### config.mk
export PLATFORM = sky130hd
export DESIGN_NAME = fetch_stage
export DESIGN_NICKNAME = d
export VERILOG_FILES = /design/src/rtl/fetch_stage.sv
export SDC_FILE = /design/constraint.sdc
export NUM_CORES = 1
export LEC_CHECK = 0
export BUFFER_PORTS_ARGS = -buffer_cell sky130_fd_sc_hd__buf_2
export CORE_UTILIZATION = 29
export CTS_BUF_LIST = sky130_fd_sc_hd__clkbuf_8
export CTS_CLUSTER_SIZE = 40
export DETAILED_ROUTE_END_ITERATION = 7
export GPL_TIMING_DRIVEN = 1
export MAX_ROUTING_LAYER = met4
export PLACE_DENSITY = 0.51
export SYNTH_ARGS = -nofsm -noshare
export SYNTH_HDL_FRONTEND = slang
export SYNTH_SLANG_ARGS = --single-unit
### constraint.sdc
create_clock -name clk -period 1.8 [get_ports clk]
set_input_delay 0.18 -clock clk [delete_from_list [all_inputs] [get_ports clk]]
set_output_delay 0.18 -clock clk [all_outputs]
set_load 0.01 [all_outputs]
### src/rtl/fetch_stage.sv
// fetch_stage: instruction-fetch stage and IF/ID pipeline register.
//
// Holds the PC and drives the instruction-memory address. Presents the fetched
// instruction to decode as a registered IF/ID slot, split into opcode and function code.
// Applies the controller's redirects (PCSrc, PCsrcJType, killF) and the load-use stall.
// Also owns the return register RR used by CALL/RET.
//
// Ports:
//   clk           in   rising-edge clock
//   reset         in   synchronous, active-high
//   stall         in   load-use hazard; freezes PC, IF/ID and RR
//   PCSrc         in   next-PC select: 00 PC+1, 01 branch, 10 FOR, 11 jump/RET
//   PCsrcJType    in   with PCSrc=11: 0 jumpTarget, 1 RR (RET)
//   RRSrc         in   CALL in ID; capture IDPC+1 into RR
//   killF         in   flush the instruction being fetched
//   branchTarget  in   BEQ/BNE target from ID
//   forTarget     in   FOR loop target from ID
//   jumpTarget    in   JMP/CALL target from ID
//   imem_data     in   combinational instruction-memory read data
//   imem_addr     out  current PC (word address)
//   IDInstr       out  IF/ID instruction
//   opcode        out  IDInstr[15:12]
//   functionCode  out  IDInstr[2:0]
//   IDPC          out  PC of the instruction in ID
//   IDValid       out  0 when the ID slot holds a flush bubble
//   RR            out  return register
module fetch_stage #(
    parameter int unsigned             PC_W      = 16,
    parameter int unsigned             INSTR_W   = 16,
    parameter logic [INSTR_W-1:0]      NOP_INSTR = 16'hF000
) (
    input  logic               clk,
    input  logic               reset,
    input  logic               stall,
    input  logic [1:0]         PCSrc,
    input  logic               PCsrcJType,
    input  logic               RRSrc,
    input  logic               killF,
    input  logic [PC_W-1:0]    branchTarget,
    input  logic [PC_W-1:0]    forTarget,
    input  logic [PC_W-1:0]    jumpTarget,
    input  logic [INSTR_W-1:0] imem_data,
    output logic [PC_W-1:0]    imem_addr,
    output logic [INSTR_W-1:0] IDInstr,
    output logic [3:0]         opcode,
    output logic [2:0]         functionCode,
    output logic [PC_W-1:0]    IDPC,
    output logic               IDValid,
    output logic [PC_W-1:0]    RR
);

    logic [PC_W-1:0]    pc_q, pc_d;
    logic [INSTR_W-1:0] id_instr_q, id_instr_d;
    logic [PC_W-1:0]    id_pc_q, id_pc_d;
    logic               id_valid_q, id_valid_d;
    logic [PC_W-1:0]    rr_q, rr_d;

    logic [PC_W-1:0]    pc_plus1;
    logic [PC_W-1:0]    id_pc_plus1;
    logic [PC_W-1:0]    npc;

    // Both increments wrap silently modulo 2^PC_W.
    assign pc_plus1    = pc_q + PC_W'(1);
    assign id_pc_plus1 = id_pc_q + PC_W'(1);

    // Next-PC select. RET reads the current RR, so a CALL captured on an
    // earlier edge is already visible here.
    always_comb begin
        npc = pc_plus1;
        unique case (PCSrc)
            2'b00:   npc = pc_plus1;
            2'b01:   npc = branchTarget;
            2'b10:   npc = forTarget;
            2'b11:   npc = PCsrcJType ? rr_q : jumpTarget;
            default: npc = pc_plus1;
        endcase
    end

    // Next-state for PC, IF/ID and RR. Stall dominates killF and RRSrc so the
    // held instruction is re-decoded and its redirect applied exactly once.
    always_comb begin
        pc_d       = pc_q;
        id_instr_d = id_instr_q;
        id_pc_d    = id_pc_q;
        id_valid_d = id_valid_q;
        rr_d       = rr_q;

        if (!stall) begin
            pc_d = npc;
            if (killF) begin
                id_instr_d = NOP_INSTR;
                id_pc_d    = '0;
                id_valid_d = 1'b0;
            end else begin
                id_instr_d = imem_data;
                id_pc_d    = pc_q;
                id_valid_d = 1'b1;
            end
            if (RRSrc) begin
                rr_d = id_pc_plus1;
            end
        end
    end

    always_ff @(posedge clk) begin
        if (reset) begin
            pc_q       <= '0;
            id_instr_q <= NOP_INSTR;
            id_pc_q    <= '0;
            id_valid_q <= 1'b0;
            rr_q       <= '0;
        end else begin
            pc_q       <= pc_d;
            id_instr_q <= id_instr_d;
            id_pc_q    <= id_pc_d;
            id_valid_q <= id_valid_d;
            rr_q       <= rr_d;
        end
    end

    // Every output is a register or a slice of one.
    assign imem_addr    = pc_q;
    assign IDInstr      = id_instr_q;
    assign opcode       = id_instr_q[15:12];
    assign functionCode = id_instr_q[2:0];
    assign IDPC         = id_pc_q;
    assign IDValid      = id_valid_q;
    assign RR           = rr_q;

endmodule

==> results by group <==
Run status
  • Status: complete, but fails checks
  • Violated checks: DRC

Timing
  • RSZ-0062 raised after global routing: yes
  • Slew @ Worst Pin: 0.784 ns
  • Setup Skew: 0.0105 ns
  • Final period utilization: 93.0%
  • F_max: 0.597 GHz
  • Setup total negative slack: 0 ns
  • Final Hold Viols: 0
  • Pins Over Slew Limit: 0
  • Crit path time final: 1.67 ns
  • Slew margin rel.: 47.5%
  • Setup violations, final: 0

GRT
  • Initial antenna violation count: 0
  • Gr usage total: 20.4%
  • Wire length of the first global-routing pass: 18,900 um
  • Pin count of the biggest net entering global routing: 54
  • Total grt overflow: 0
  • Vias in the first global route: 3,492

Synth
  • Area leader, netlist: dfxtp_1
  • Ys async rst share: 0%
  • Seq/Total Area, Yosys: 37.4%
  • Total number of yosys warnings: 0
  • Mapped Cells: 422
  • Post-synth cell types: 48
  • Synthesized area: 3480 um2
  • Area contributors post-synth: dfxtp_1, a21oi_1, nor2_1
  • Top cells by count, synth: dfxtp_1, nor2_1, a21oi_1
  • Synthesized Nets: 496
  • Number of synthesized flops with an enable pin: 0
  • Most frequent cell after synthesis: dfxtp_1
  • Synthesized area per cell: 8.24 um2
  • Register bit count reported by yosys: 65
  • Yosys top cell area share: 37.4%
  • Top FF cell, synth: dfxtp_1

Route
  • DRT Wirelength: 12,400 um
  • Via density: 5.30
  • Post-route ant nets: 0
  • DRC viols: 12
  • DRT Pass-1 Iters: 6
  • DR WL/cell: 17.6 um
  • Initial DRC count: 256
  • Via count: 3,733

Placement
  • Gpl congestion: 0.838
  • Port Buffers: 143
  • Dpl hpwl: 9410 um
  • Placed instance area: 4360 um2

Cells and area
  • Diodes inserted: 0
  • FILL cells: 1,213
  • Proportion of layout cells with a drive suffix above 1: 34.6%
  • Nets@finish: 630
  • Final Core Density: 39.3%
  • Area growth syn-to-layout: 30.8%
  • Multi-input gate area: 1940 um2
  • Reg area: 1300 um2
  • Final Instance Area: 4550 um2

Clock network
  • CTS Root Buffer Type: clkbuf_8
  • CTS tree: built
  • Hold buffers post-CTS: 0
  • Num CTS Buffers: 9
  • Post_cts resized: 0
  • Max clock buf depth: 2
  • Worst-skew pair later-pin latency: 0.35 ns
  • Clock Sinks: 65
  • Clock transition at the registers of the reported paths: 0.07 ns
  • H-tree lvl count: 3
  • Setup Fix Bufs, Post-CTS: 0

Floorplan
  • Core ar.: 11,600 um2
  • Ports: 144
  • Starting Density: 30.1%
  • Die span in x: 112 um
  • FP Rows: 39
  • Die H: 112 um
  • Full die area: 12,400 um2

Setup path
  • Worst-path maximum fanout: 5
  • Critical path capture point type: flip-flop
  • WP data arrival: 1.89 ns
  • Critical path class: reg -> reg
  • CP startpoint kind: flip-flop
  • CP Data Required Time: 2.01 ns

Power
  • Pwr Total: 3.42 mW
  • Leakage Power: 2.02 nW
  • Total power divided by cell area: 752 nW/um2
  • Max IR drop VDD: 540 uV

Run
  • MaxCap Viol Count: 0

Hold path
  • Hold Path Class: in -> reg
[placed cells by master, fill, tap and decap left out, types with 7 or more instances in the layout]
cell type / Yosys / final
clkbuf_8: 0 / 10
nor4_1: 7 / 7
nor3b_1: 12 / 12
a211oi_1: 11 / 11
dfxtp_1: 65 / 65
a22oi_1: 12 / 12
nand3_1: 11 / 11
nor3_1: 8 / 8
nor2_1: 57 / 57
a21oi_1: 47 / 47
o21ai_0: 19 / 19
inv_1: 9 / 12
buf_4: 8 / 23
nand4_1: 9 / 9
o22ai_1: 10 / 10
mux2i_1: 17 / 17
xnor2_1: 8 / 8
nand2_1: 18 / 18
buf_2: 4 / 143
[layout make-up]
type                            count  area share (%)
Sequential cell                    65            28.6
Inverter                            9           0.743
Clock inverter                      6            1.13
Tap cell                          143            3.93
Clock buffer                       10            3.03
Multi-Input combinational cell    304            42.6
Timing Repair Buffer              167            20.0
[power breakdown]
part           total [mW]  leakage [nW]  internal (mW)  switching (mW)
logic               0.607          1.37          0.271           0.337
clock network        1.22         0.110          0.658           0.566
registers            1.59         0.532           1.51          0.0819
[worst max-delay path: stages, from the launching register on]
cell and delay, ns:
dfxtp_1 0.33, ha_1 0.22, nand4_1 0.18, buf_4 0.20, o41ai_1 0.35, o41a_1 0.20
o22ai_1 0.06
[sequential cells by signal, indices dropped and copies added, names as in the netlist]
signal / cells
IDValid: 1
RR: 16
IDPC: 16
imem_addr: 16
IDInstr: 16
[logic make-up (layout without fill, tap and decap cells)]
kind of cell,count (synthesis),in the layout,share of synthesized area (%)
simple gates,142,142,20.8
compound gates,121,121,21.8
flops,65,65,37.4
buf+inv,53,192,6.94
mux,26,26,9.10
xor+xnor,13,13,3.27
fa+ha+maj,2,2,0.719
[metrics by stage]
stage	setup slack, ns	instances	hold slack (ns)
after global placement	0.0831	688	0.408
after CTS	0.120	704	0.0365
after floorplan	0.0902	422	0.317
after detailed placement	0.0389	688	0.410
after global routing	-0.0226	704	0.0436
final	0.125	704	0.0593
[routing by layer]
layer / wire, um / vias up / track usage [%] / share of wire [%]
li1: - / 1814 / - / -
met5: 0 / - / - / 0
met3: 780 / 25 / 4.19 / 6.3
met4: 384 / 0 / 8.29 / 3.1
met2: 5600 / 179 / 32.2 / 45
met1: 5640 / 1715 / 25.3 / 45
[final timing paths]
kind | endpoint | cells past startpoint | slack [ns] | from
setup reg to reg | imem_addr[14]$_SDFFE_PP0N_ | 6 | 0.13 | imem_addr[1]$_SDFFE_PP0N_
setup / recovery | imem_addr[14]$_SDFFE_PP0N_ | 6 | 0.13 | imem_addr[1]$_SDFFE_PP0N_
hold reg to reg | IDValid$_SDFFE_PP0N_ | 2 | 0.47 | IDValid$_SDFFE_PP0N_
hold / removal | IDInstr[13]$_SDFFE_PP1N_ | 3 | 0.06 | imem_data[13]
(Power assumes the default switching activity.)
